--- config.mk ---
export PLATFORM = sky130hd
export DESIGN_NAME = spi_dda_regfile
export DESIGN_NICKNAME = d
export VERILOG_FILES = /design/src/rtl/spi_dda_pkg.sv /design/src/rtl/spi_dda_regfile_sync.sv /design/src/rtl/spi_dda_regfile.sv
export SDC_FILE = /design/constraint.sdc
export NUM_CORES = 1
export LEC_CHECK = 0
export BUFFER_PORTS_ARGS = -buffer_cell sky130_fd_sc_hd__buf_2
export CORE_MARGIN = 3
export CORE_UTILIZATION = 40
export DETAILED_ROUTE_END_ITERATION = 7
export PLACE_DENSITY_LB_ADDON = 0.05
export SYNTH_ARGS = -nofsm -noshare
export SYNTH_HDL_FRONTEND = slang
export SYNTH_SLANG_ARGS = --single-unit
--- constraint.sdc ---
create_clock -name clk -period 5.6 [get_ports clk]
set_clock_uncertainty 0.15 [all_clocks]
set_input_delay 0.28 -clock clk [delete_from_list [all_inputs] [get_ports clk]]
set_output_delay 0.28 -clock clk [all_outputs]
set_load 0.05 [all_outputs]
--- src/rtl/spi_dda_pkg.sv ---
// Shared definitions for the SPI register-file slave: header layout, FSM states, address map.
package spi_dda_pkg;

    localparam int unsigned HDR_WR       = 7;
    localparam int unsigned HDR_STEP     = 6;
    localparam int unsigned HDR_ADDR_MSB = 5;
    localparam int unsigned HDR_ADDR_LSB = 0;

    localparam logic [5:0] STATE_BASE_DEFAULT = 6'h20;

    typedef enum logic [1:0] {
        ST_IDLE,
        ST_HDR,
        ST_DATA
    } spi_state_e;

endpackage

--- src/rtl/spi_dda_regfile_sync.sv ---
// Two-flop synchroniser for an asynchronous pin, plus an edge-detect flop giving rise/fall strobes.
module spi_sync_edge #(
    parameter logic RST_VAL = 1'b0
) (
    input  logic clk,
    input  logic rst,
    input  logic d,
    output logic level,
    output logic rise,
    output logic fall
);

    logic [2:0] sync_q, sync_d;

    always_comb sync_d = {sync_q[1:0], d};

    always_ff @(posedge clk or posedge rst) begin
        if (rst) sync_q <= {3{RST_VAL}};
        else     sync_q <= sync_d;
    end

    assign level = sync_q[1];
    assign rise  = sync_q[1] & ~sync_q[2];
    assign fall  = ~sync_q[1] & sync_q[2];

endmodule

--- src/rtl/spi_dda_regfile.sv ---
// SPI mode-0 slave: 8-bit header then auto-incrementing W-bit words into parameter
// registers (write) or out of parameters / snapshotted solver state (read), with step request.
module spi_dda_regfile
    import spi_dda_pkg::*;
#(
    parameter int unsigned          W          = 16,
    parameter int unsigned          NPARAM     = 4,
    parameter int unsigned          NSTATE     = 2,
    parameter logic [NPARAM*W-1:0]  PARAM_RST  = {NPARAM{16'h3000}},
    parameter logic [5:0]           STATE_BASE = STATE_BASE_DEFAULT
) (
    input  logic                  clk,
    input  logic                  rst,
    input  logic                  sclk,
    input  logic                  cs_n,
    input  logic                  mosi,
    output logic                  miso,
    output logic                  miso_oe,
    input  logic [NSTATE*W-1:0]   state_in,
    output logic [NPARAM*W-1:0]   param_out,
    output logic                  param_wr,
    output logic [4:0]            param_addr,
    output logic                  step
);

    spi_state_e state_q, state_d;
    logic [5:0]          bit_cnt_q, bit_cnt_d;
    logic [W-2:0]        shift_q, shift_d;
    logic [W-1:0]        tx_q, tx_d;
    logic [5:0]          addr_q, addr_d;
    logic                wr_q, wr_d;
    logic                step_req_q, step_req_d;
    logic [NSTATE*W-1:0] snap_q, snap_d;
    logic [NPARAM*W-1:0] param_q, param_d;
    logic                param_wr_q, param_wr_d;
    logic [4:0]          param_addr_q, param_addr_d;
    logic                step_q, step_d;
    logic                miso_q, miso_d;
    logic                miso_oe_q, miso_oe_d;
    logic [1:0]          ready_q, ready_d;
    logic                armed_q, armed_d;

    logic sclk_rise, sclk_fall, cs_lvl, cs_rise, cs_fall, mosi_lvl;
    logic sclk_lvl_unused, mosi_rise_unused, mosi_fall_unused;
    logic [W-1:0] rx_word;
    logic [7:0]   hdr;
    logic [5:0]   rd_addr;
    logic [W-1:0] rd_word;

    spi_sync_edge #(.RST_VAL(1'b0)) u_sync_sclk (
        .clk(clk), .rst(rst), .d(sclk),
        .level(sclk_lvl_unused), .rise(sclk_rise), .fall(sclk_fall)
    );
    spi_sync_edge #(.RST_VAL(1'b1)) u_sync_cs (
        .clk(clk), .rst(rst), .d(cs_n),
        .level(cs_lvl), .rise(cs_rise), .fall(cs_fall)
    );
    spi_sync_edge #(.RST_VAL(1'b0)) u_sync_mosi (
        .clk(clk), .rst(rst), .d(mosi),
        .level(mosi_lvl), .rise(mosi_rise_unused), .fall(mosi_fall_unused)
    );

    assign rx_word = {shift_q, mosi_lvl};
    assign hdr     = rx_word[7:0];

    // Word to present next: header address when the header completes, else the following address.
    always_comb begin
        rd_addr = (state_q == ST_HDR) ? hdr[HDR_ADDR_MSB:HDR_ADDR_LSB] : addr_q + 6'd1;
        rd_word = '0;
        for (int unsigned k = 0; k < NSTATE; k++)
            if ({1'b0, rd_addr} == 7'(STATE_BASE) + 7'(k)) rd_word = snap_q[k*W +: W];
        for (int unsigned k = 0; k < NPARAM; k++)
            if (rd_addr == 6'(k)) rd_word = param_q[k*W +: W];
    end

    always_comb begin
        state_d      = state_q;
        bit_cnt_d    = bit_cnt_q;
        shift_d      = shift_q;
        tx_d         = tx_q;
        addr_d       = addr_q;
        wr_d         = wr_q;
        step_req_d   = step_req_q;
        snap_d       = snap_q;
        param_d      = param_q;
        param_wr_d   = 1'b0;
        param_addr_d = param_addr_q;
        step_d       = 1'b0;
        miso_d       = miso_q;
        miso_oe_d    = ~cs_lvl;
        // A reset can land mid-frame with cs_n still low; only accept a frame start once
        // cs_n has been seen high through a flushed synchroniser.
        ready_d      = {ready_q[0], 1'b1};
        armed_d      = armed_q | (ready_q[1] & cs_lvl);

        if (cs_rise) begin
            step_d  = (state_q == ST_DATA) && step_req_q;
            state_d = ST_IDLE;
            miso_d  = 1'b0;
        end else begin
            case (state_q)
                ST_IDLE: begin
                    miso_d = 1'b0;
                    if (cs_fall && armed_q) begin
                        state_d    = ST_HDR;
                        bit_cnt_d  = '0;
                        step_req_d = 1'b0;
                        snap_d     = state_in;
                    end
                end
                ST_HDR: begin
                    if (sclk_rise) begin
                        shift_d   = rx_word[W-2:0];
                        bit_cnt_d = bit_cnt_q + 6'd1;
                        if (bit_cnt_q == 6'd7) begin
                            state_d    = ST_DATA;
                            bit_cnt_d  = '0;
                            addr_d     = hdr[HDR_ADDR_MSB:HDR_ADDR_LSB];
                            wr_d       = hdr[HDR_WR];
                            step_req_d = hdr[HDR_STEP];
                            tx_d       = rd_word;
                        end
                    end
                end
                ST_DATA: begin
                    if (wr_q) begin
                        if (sclk_rise) begin
                            shift_d   = rx_word[W-2:0];
                            bit_cnt_d = bit_cnt_q + 6'd1;
                            if (bit_cnt_q == 6'(W-1)) begin
                                bit_cnt_d = '0;
                                addr_d    = addr_q + 6'd1;
                                for (int unsigned k = 0; k < NPARAM; k++) begin
                                    if (addr_q == 6'(k)) begin
                                        param_d[k*W +: W] = rx_word;
                                        param_wr_d        = 1'b1;
                                        param_addr_d      = 5'(k);
                                    end
                                end
                            end
                        end
                    end else if (sclk_fall) begin
                        miso_d    = tx_q[W-1];
                        tx_d      = {tx_q[W-2:0], 1'b0};
                        bit_cnt_d = bit_cnt_q + 6'd1;
                        if (bit_cnt_q == 6'(W-1)) begin
                            bit_cnt_d = '0;
                            addr_d    = addr_q + 6'd1;
                            tx_d      = rd_word;
                        end
                    end
                end
                default: state_d = ST_IDLE;
            endcase
        end
    end

    always_ff @(posedge clk or posedge rst) begin
        if (rst) begin
            state_q      <= ST_IDLE;
            bit_cnt_q    <= '0;
            shift_q      <= '0;
            tx_q         <= '0;
            addr_q       <= '0;
            wr_q         <= 1'b0;
            step_req_q   <= 1'b0;
            snap_q       <= '0;
            param_q      <= PARAM_RST;
            param_wr_q   <= 1'b0;
            param_addr_q <= '0;
            step_q       <= 1'b0;
            miso_q       <= 1'b0;
            miso_oe_q    <= 1'b0;
            ready_q      <= '0;
            armed_q      <= 1'b0;
        end else begin
            state_q      <= state_d;
            bit_cnt_q    <= bit_cnt_d;
            shift_q      <= shift_d;
            tx_q         <= tx_d;
            addr_q       <= addr_d;
            wr_q         <= wr_d;
            step_req_q   <= step_req_d;
            snap_q       <= snap_d;
            param_q      <= param_d;
            param_wr_q   <= param_wr_d;
            param_addr_q <= param_addr_d;
            step_q       <= step_d;
            miso_q       <= miso_d;
            miso_oe_q    <= miso_oe_d;
            ready_q      <= ready_d;
            armed_q      <= armed_d;
        end
    end

    assign miso       = miso_q;
    assign miso_oe    = miso_oe_q;
    assign param_out  = param_q;
    assign param_wr   = param_wr_q;
    assign param_addr = param_addr_q;
    assign step       = step_q;

endmodule

== Word-level counts from Yosys, hierarchy flattened ==
Index checks and enable logic that the tools add are counted.

* Add/sub/neg operators: 2
* Eq/ne operators: 26
* Muxes and demuxes: 58
* Bitwise logic cells: 11
* Reduce and logical (&&, ||, !) cells: 24

{| class="wikitable"
|+ Operators with widths
! kind !! number
|-
| $mux W16 || 11
|-
| $mux W6 || 14
|-
| $reduce_and A6 Y1 || 8
|-
| $pmux W16 S2 || 1
|-
| $mux W15 || 2
|-
| $pmux W15 S2 || 1
|-
| $eq A6 B2 Y1 const B || 4
|-
| $mux W5 || 4
|-
| $ne A3 B3 Y1 const B || 6
|-
| $pmux W6 S3 || 1
|-
| $mux W1 || 16
|-
| $add A6 B1 Y6 const B || 2
|-
| $eq A6 B1 Y1 const B || 2
|-
| $eq A6 B6 Y1 const B || 2
|-
| $logic_not A6 Y1 || 2
|-
| $ne A2 B2 Y1 const B || 6
|-
| $pmux W6 S2 || 1
|-
| $reduce_and A3 Y1 || 3
|-
| $mux W2 || 4
|-
| $reduce_and A4 Y1 || 2
|-
| $eq A6 B3 Y1 const B || 1
|-
| $eq A6 B4 Y1 const B || 1
|-
| $pmux W2 S3 || 1
|-
| $reduce_bool A3 Y1 || 2
|-
| 13 further kinds || 24
|}

* Bits in registers: 163
* Bits of input ports: 37
* Output and inout port bits: 73
* Word-level logic and storage cells: 143

== Logic depth before layout (Yosys ltp) ==
Gate-level depths: netlist (run 1).

* Depth after elaboration: 13
* Gate-level depth with buffers: 12
* Gate-level depth less buffers: 8

== Hierarchy ==
From an unflattened synthesis (run 1), not the netlist that was laid out.

* Cells, all modules: 757
* Area, all modules: 8,131.5 µm²

{| class="wikitable"
|+ By module, submodules not included
! module !! instances !! cells each !! area an instance (µm²) !! sequential area each (µm²)
|-
| spi_dda_regfile || 1 || 739 || 7,846.3 || 3,813.7
|-
| spi_sync_edge at u_sync_mosi ... || 2 || 6 || 93.8 || 75.1
|-
| spi_sync_edge at u_sync_cs || 1 || 6 || 97.6 || 78.8
|}

== Worst setup path after synthesis (run 1) ==
Ideal clock, no wire load.

* Path type: flip-flop to flip-flop
* From: register state_q[1]
* To: register tx_q[10]
* Library setup time: 127 ps
* Arrival: 2,487 ps
* Required time: 5,323 ps
* Path slack: 2,836 ps
* Cell stages (with the launch flop): 10
* Path buffers: 2
* Period minus slack after synthesis: 2,764 ps
* Path through: dfrtp_1 > inv_1 > ha_1 > buf_4 > inv_1 > mux2i_1 > buf_4 > mux4_2 > a22oi_1 > nand3_1

* Longest elaborated chain between the ends: 13
* Elaborated cells on any way between the ends: 27
* Those cells by class: eq/ne (11); mux (13); reduce/logical (3)

{| class="wikitable"
|+ RTL lines
! element !! RTL line !! RTL
|-
| start, declared || spi_dda_regfile.sv:26 || <nowiki>spi_state_e state_q, state_d;</nowiki>
|-
| start signal, assigned || spi_dda_regfile.sv:177 || <nowiki>state_q <= state_d;</nowiki>
|-
| $eq A2 B1 Y1 || spi_dda_regfile.sv:68, spi_dda_regfile.sv:101 ||
|-
| $mux W6 || spi_dda_regfile.sv:68 || <nowiki>rd_addr = (state_q == ST_HDR) ? hdr[HDR_ADDR_MSB:HDR_ADDR_LSB] : addr_q + 6'd1;</nowiki>
|-
| $eq A6 B6 Y1 || spi_dda_regfile.sv:71 || <nowiki>if ({1'b0, rd_addr} == 7'(STATE_BASE) + 7'(k)) rd_word = snap_q[k*W +: W];</nowiki>
|-
| $mux W16 (2 in series) || spi_dda_regfile.sv:71 ||
|-
| $mux W16 (4 in series) || spi_dda_regfile.sv:73 || <nowiki>if (rd_addr == 6'(k)) rd_word = param_q[k*W +: W];</nowiki>
|-
| $mux W16 || spi_dda_regfile.sv:146 || <nowiki>if (bit_cnt_q == 6'(W-1)) begin</nowiki>
|-
| $mux W16 || spi_dda_regfile.sv:142 || <nowiki>end else if (sclk_fall) begin</nowiki>
|-
| $mux W16 || spi_dda_regfile.sv:126 || <nowiki>if (wr_q) begin</nowiki>
|-
| $pmux W16 S2 || spi_dda_regfile.sv:101 || <nowiki>case (state_q)</nowiki>
|-
| end signal, assigned || spi_dda_regfile.sv:180 || <nowiki>tx_q <= tx_d;</nowiki>
|-
| end, declared || spi_dda_regfile.sv:29 || <nowiki>logic [W-1:0] tx_q, tx_d;</nowiki>
|}

Parallel ways exist; a longest one is shown, timed or not. The select of a mux whose other input is x is not followed.
A chain may end at the register's enable or synchronous reset.

== Worst setup path after layout (run 1) ==
* From: register state_q[0]
* To: register tx_q[3]

Same word-level chain as after synthesis.

==> results of run 1 <==
## sequential cells by signal (all words and copies together), names as in the netlist
name                count
addr_q                  6
snap_q                 32
ready_q                 2
armed_q                 1
bit_cnt_q               6
miso_oe                 1
wr_q                    1
tx_q                   16
step_req_q              1
state_q                 2
param_out              64
param_addr              2
miso                    1
u_sync_sclk.sync_q      3
shift_q                15
u_sync_mosi.sync_q      2
u_sync_cs.sync_q        3
param_wr                1
step                    1
## kinds of logic (layout without fill, tap and decap cells)
family,after synthesis,in the layout
flops,160,160
simple gates,168,168
buf+inv,46,193
fa+ha+maj,9,9
mux,135,135
other cells,2,4
compound gates,83,83
## layer usage
| layer | vias to the layer above | global-route usage [%] |
|---|---|---|
| met5 | - | 0 |
| met4 | 0 | 5.05 |
| met3 | 18 | 5.56 |
| met2 | 158 | 31.7 |
| met1 | 2637 | 26.6 |
| li1 | 2447 | - |
## layout make-up
type                            instances  area (µm²)
Multi-Input combinational cell        399        3340
Clock buffer                           22         484
Timing Repair Buffer                  149         943
Fill cell                            1645        9000
Clock inverter                         10         149
Tap cell                              229         287
Sequential cell                       160        4020
Inverter                               12        50.0
## per-stage QoR
stage | instance area, µm² | util (%) | std cells | setup slack [ns]
after floorplan | 7580 | - | 605 | 0.868
after global placement | 8280 | 45.3 | 913 | 2.04
after detailed placement | 8280 | 45.3 | 913 | 1.84
after CTS | 9270 | 50.7 | 981 | 1.82
after global routing | 9270 | 50.7 | 981 | 1.51
final | 9270 | 50.7 | 981 | 1.82
## worst max-delay path, delay by kind of cell (launching register included)
family | cells | cell delay [ns]
buffers and inverters | 2 | 0.43
AND/OR/NAND/NOR | 3 | 1.37
adder cells (fa/ha/maj) | 1 | 0.50
AO/OA/AOI/OAI | 2 | 0.82
flip-flops | 1 | 0.41
## cells in the final DEF (no fill, tap or decap), types with 11 or more instances in the layout
cell type | netlist | layout
o21ai_0 | 25 | 25
nand2_1 | 75 | 75
a22oi_1 | 15 | 15
mux4_2 | 14 | 14
mux2_4 | 32 | 32
a21oi_1 | 13 | 12
clkbuf_16 | 0 | 17
nand3_1 | 37 | 37
dfrtp_1 | 149 | 149
buf_2 | 6 | 106
nor2_1 | 16 | 16
dfstp_2 | 11 | 11
mux2_2 | 78 | 78
dlygate4sd3_1 | 0 | 36
inv_1 | 12 | 11
## timing repair
action / in CTS / in global routing
hold buffers: 36 / 0
gates resized for setup: 0 / 0
hold endpoints to repair: 104 / 0
## power groups by stage
stage | registers, mW | logic (mW) | clock network, mW
2_1_floorplan | 1.42 | 0.671 | 0
3_3_place_gp | 1.48 | 0.810 | 0
3_5_place_dp | 1.49 | 0.833 | 0
4_1_cts | 1.47 | 0.856 | 1.26
5_1_grt | 1.50 | 0.923 | 1.32
6_report | 1.47 | 0.845 | 1.24
## path summary, 6_finish.rpt
check | from | to | slack [ns] | cells after the start
worst max-delay path | state_q[0] | tx_q[3] | 1.82 | 8
worst min-delay path | ready_q[0] | ready_q[1] | 0.20 | 0
worst max register to register | state_q[0] | tx_q[3] | 1.82 | 8
worst min register to register | ready_q[0] | ready_q[1] | 0.20 | 0
max in group asynchronous | rst | param_out[32] | 3.84 | 4
min in group asynchronous | rst | ready_q[0] | 0.39 | 3
==> metrics.yaml, run 1 <==
logic_synthesis:
  yosysUniqueCellTypes: 55
  synth-edff-count: 0
  synth_common_cells: "dfrtp_1 (149), mux2_2 (78), nand2_1 (75)"
  syn_area_um2: 7580
  yosysMostFrequentCell: "dfrtp_1"
  synth_top_family_by_area: "multiplexers"
  muxShareOfSynthArea_pct: 23.6
  synth_adder_area_share_pct: 1.49
  synth.area.top_cells: "dfrtp_1 (49%), mux2_2 (12%), mux2_4 (6.3%)"
  yosysTopAreaCellShare_pct: 49.2
  seq_area_frac_synth_pct: 53.0
  post_synth.cell_area_avg_um2: 12.6
  synth-compound-area-share_pct: 7.09
  synth_flop_cell: "dfrtp_1"
  ys_ff_latch: 160
  synthSimpleGateAreaFrac_pct: 11.3
  synthArstFlopShare_pct: 100
  yosys_warnings: 0
  synth_xor_area_share_pct: 0
  syn-instance-count: 603
  yosysTopAreaCell: "dfrtp_1"
drt:
  highest_layer: "met4"
  met2_length_mm: 9.52
  via_per_inst: 5.36
  vias: 5260
  antenna_left: 0
  wirelength_met1_mm: 8.63
  dr.first_iter.drc_count: 385
  routed_wl_mm: 19.5
  drc: 0
  drtPass1Iterations: 5
  wl_met3_mm: 1.10
  wl_per_cell_um: 19.9
die:
  start_util_pct: 41.5
  die_area_um2: 20600
  ios: 110
  die_h_um: 144
  die_x_um: 144
  coreArea_um2: 18300
  core.rowCount: 49
sta:
  rsz0062_at_grt: "no"
  max-slew-margin-rel_pct: 19.8
  fin_hold_ws_ns: 0.198
  max_freq_ghz: 0.265
  hold_viol_final: 0
  drv_slew: 0
  tightest_slew_ns: 1.20
  fin_crit_sh_pct: 67.4
  period_needed_ns: 3.78
  timing.setup.tns_ns: 0
  finalSetupViolations: 0
global_route:
  antenna_found_initial: 0
  grt_max_degree: 79
  grt_pass1_wl_mm: 30.9
  track_usage_pct: 19.7
  grt.overflow.total: 0
  grt_pass1_vias: 5472
finish:
  syn_to_final_growth_pct: 22.4
  finalNetCount: 785
  diodes: 0
  layout-drive-gt1-share_pct: 39.6
worst_setup_path:
  endpoint_kind: "register"
  critPathSlowestCell: "nor4_4"
  crit_path_max_incr_delay_ns: 0.88
  crit_required_ns: 5.80
  critPathArrivalTime_ns: 3.98
  crit_type: "register to register"
  cpMostUsedCell: "inv_1"
  crit_chain: "inv_1 -> ha_1 -> inv_1 -> or2_1 -> o32a_1 -> nor4_4 -> a22oi_1 -> nand3_1"
  crit_path_start_kind: "register"
  critPathMaxFanout: 19
worst_hold_path:
  holdCritPathClass: "register to register"
power:
  power_frac_seq_pct: 41.4
  p_leak_nw: 4.67
  ir_worst_vdd_uv: 195
  pwr-share-comb_pct: 23.8
  clockPowerShare_pct: 34.8
  switchingPower_mw: 1.11
  power_density_nw_per_um2: 383
  finalPower_mw: 3.55
  swShare_pct: 31.3
  p_int_mw: 2.44
clock_tree:
  htree_num_levels: 4
  cts_tree: "done"
  clk_latency_ns: 0.43
  clkTransAtPathRegs_ns: 0.07
  clockRootBuffer: "clkbuf_16"
  cts_buffers: 17
  clock_sinks: 160
  post_cts_buffers: 0
  cts.path.max_buffers: 2
placement:
  place_hpwl_mm: 12.8
  io_buffers: 106
  gp_congestion: 0.784
run:
  cap_violations: 0
outcome:
  status: "completed"
Power figures use the tool's default switching activity.
==> inputs of run 2 (changes only) <==
--- a/config.mk
+++ b/config.mk
@@ -5,6 +5,7 @@
 export SDC_FILE = /design/constraint.sdc
 export NUM_CORES = 1
 export LEC_CHECK = 0
+export ABC_AREA = 1
 export BUFFER_PORTS_ARGS = -buffer_cell sky130_fd_sc_hd__buf_2
 export CORE_MARGIN = 3
 export CORE_UTILIZATION = 40
==> constraint.sdc (replaced) <==
create_clock -name clk -period 3.3 [get_ports clk]
set_clock_uncertainty 0.15 [all_clocks]
set_input_delay 0.165 -clock clk [delete_from_list [all_inputs] [get_ports clk]]
set_output_delay 0.165 -clock clk [all_outputs]
set_load 0.05 [all_outputs]
==> metrics.yaml, run 2 <==
worst_setup_path:
  r2r_start: "state_q[1]"
  critPathArrivalTime_ns: 2.90  # -1.08 ns
  cpMostUsedCell: "nand2_1"
  endpoint_kind: "register"
  crit_chain: "inv_1 -> ha_1 -> inv_4 -> o21ai_2 -> inv_2 -> nor2_1 -> inv_2 -> nor2_8 -> nand2_4 -> or2_0 -> nand2_1 -> nand3_1 -> nand2_1 -> nand2_1"
  crit_path_max_incr_delay_ns: 0.40  # -0.48 ns
  critPathSlowestCell: "dfrtp_1"
  crit_type: "register to register"
  crit_required_ns: 3.46  # -2.34 ns
  rr_worst_depth: 14  # +6
  regToRegSetupSlack_ns: 0.56  # -1.26 ns
  critPathMaxFanout: 18  # -1
  rr_endpoint: "tx_q[0]"
  crit_path_start_kind: "register"
logic_synthesis:
  yosys_warnings: 0  # unchanged
  synth-edff-count: 0  # unchanged
  post_synth.cell_area_avg_um2: 8.78  # -30%
  synthArstFlopShare_pct: 100  # unchanged
  yosysUniqueCellTypes: 43  # -22%
  syn_area_um2: 7600  # +0.36%
  yosysTopAreaCell: "dfrtp_1"
  yosysTopAreaCellShare_pct: 49.0  # -0.18 points
  synth_common_cells: "nand2_1 (221), dfrtp_1 (149), o21ai_0 (78)"
  seq_area_frac_synth_pct: 52.8  # -0.19 points
  ys_ff_latch: 160  # unchanged
  yosysMostFrequentCell: "nand2_1"
  syn-instance-count: 866  # +44%
  synth_flop_cell: "dfrtp_1"
  synth.area.top_cells: "dfrtp_1 (49%), nand2_1 (11%), o21ai_0 (5.1%)"
die:
  core.rowCount: 49  # unchanged
  die_x_um: 144  # +0.17%
  start_util_pct: 41.5  # about the same
  die_h_um: 144  # +0.17%
  ios: 110  # unchanged
  die_area_um2: 20700  # +0.35%
  coreArea_um2: 18300  # +0.34%
drt:
  drtPass1Iterations: 5  # unchanged
  dr.first_iter.drc_count: 469  # +22%
  via_per_inst: 4.99  # -6.9%
  routed_wl_mm: 20.3  # +4.0%
  wl_per_cell_um: 16.3  # -18%
  antenna_left: 0  # unchanged
  drc: 0  # unchanged
  vias: 6189  # +18%
global_route:
  grt_pass1_wl_mm: 32.5  # +5.0%
  grt_max_degree: 40  # -49%
  track_usage_pct: 20.3  # +0.59 points
  grt_pass1_vias: 5817  # +6.3%
  grt.overflow.total: 0  # unchanged
  antenna_found_initial: 0  # unchanged
placement:
  io_buffers: 106  # unchanged
  place_hpwl_mm: 14.6  # +14%
  dpl_cell_area_um2: 8310  # +0.36%
  dp.cells: 1173  # +28%
  gp_congestion: 0.862  # +10%
sta:
  period_needed_ns: 2.74  # -1.04 ns
  max-slew-margin-rel_pct: 38.2  # +18 points
  fin_hold_ws_ns: 0.188  # -0.0102 ns
  hold_viol_final: 0  # unchanged
  timing.setup.tns_ns: 0  # unchanged
  rsz0062_at_grt: "no"
  fin_crit_sh_pct: 82.9  # +15 points
  max_freq_ghz: 0.366  # +38%
  drv_slew: 0  # unchanged
  finalSetupViolations: 0  # unchanged
  tightest_slew_ns: 0.925  # -0.275 ns
clock_tree:
  cts.path.max_buffers: 2  # unchanged
  cts_tree: "done"
  cts_buffers: 17  # unchanged
  htree_num_levels: 4  # unchanged
  clk_latency_ns: 0.42  # about the same
  clock_sinks: 160  # unchanged
  cts_resized: 0  # unchanged
  clkTransAtPathRegs_ns: 0.06  # about the same
  clockRootBuffer: "clkbuf_16"
  post_cts_buffers: 0  # unchanged
run:
  cap_violations: 0  # unchanged
finish:
  finalNetCount: 1045  # +33%
  design_area_um2: 9220  # -0.53%
  final_cell_mix: "nand2_1 (221), dfrtp_1 (149), buf_2 (106)"
  final_common_cell: "nand2_1"
  largest_reg_flops: 64  # unchanged
  diodes: 0  # unchanged
  layout-drive-gt1-share_pct: 22.9  # -17 points
  syn_to_final_growth_pct: 21.3
  fin_cells: 1240  # +26%
outcome:
  status: "completed"
power:
  power_density_nw_per_um2: 742  # +94%
  p_leak_nw: 4.46  # -4.3%
  ir_worst_vdd_uv: 392  # +100%
worst_hold_path:
  holdCritPathClass: "primary input to async pin"
==> run 2: worst max path at each step <==
stage          depth (start not counted)  slack [ns]         to  startpoint
6_report                              14        0.56    tx_q[0]  state_q[1]
3_3_place_gp                          14        0.68    tx_q[0]  state_q[1]
4_1_cts                               14        0.56    tx_q[0]  state_q[1]
2_1_floorplan                          1        0.97  addr_q[0]         rst
3_5_place_dp                          14        0.59    tx_q[0]  state_q[1]
5_1_grt                               14        0.32    tx_q[0]  state_q[1]
==> run 2: critical path: cells and delay by family, from the launching register on <==
family	cells	cell delay, ns
buffers and inverters	4	0.39
and+or+nand+nor	8	1.08
AOI/OAI and AO/OA	1	0.22
adders and majority gates	1	0.38
DFF	1	0.40
==> run 2: layout make-up <==
class | instances | area, µm²
timing repair buffer | 154 | 1010
clock buffer | 21 | 440
fill | 1735 | 9110
sequential | 160 | 4020
inverter | 80 | 307
tap | 229 | 287
clock inverter | 10 | 114
multi-input combinational | 586 | 3050
==> run 2: kinds of logic (layout without fill, tap and decap cells) <==
family / after synthesis / count (layout) / synth area share [%]
adders and majority gates: 9 / 9 / 1.48
DFF: 160 / 160 / 52.8
muxes: 32 / 32 / 4.74
AOI/OAI and AO/OA: 140 / 140 / 9.81
buffers and inverters: 122 / 265 / 7.13
other: 2 / 4 / 0.0988
and+or+nand+nor: 401 / 401 / 23.9
==> run 2: layer usage <==
| metal | GRT usage [%] | routed length, µm |
|---|---|---|
| met5 | 0 | 0 |
| met2 | 29.3 | 8680 |
| met4 | 5.35 | 204 |
| met1 | 31.1 | 10200 |
| met3 | 4.23 | 1150 |
==> run 2: timing repair <==
action	CTS	global route
hold buffers	36	0
setup endpoints to repair	0	0
endpoints found under the hold margin	52	0
==> run 2: power breakdown <==
group	internal, mW	switching, mW
clock	1.11	0.780
sequential	2.34	0.254
combinational	0.810	1.56
total	4.25	2.59
==> run 2: metrics by stage <==
step / setup WS, ns / power (mW) / util (%)
4_1_cts: 0.564 / 6.89 / 50.3
2_1_floorplan: 0.965 / 4.46 / -
3_5_place_dp: 0.589 / 4.94 / 45.3
3_3_place_gp: 0.676 / 4.90 / 45.3
5_1_grt: 0.321 / 7.32 / 50.3
6_report: 0.565 / 6.84 / 50.3
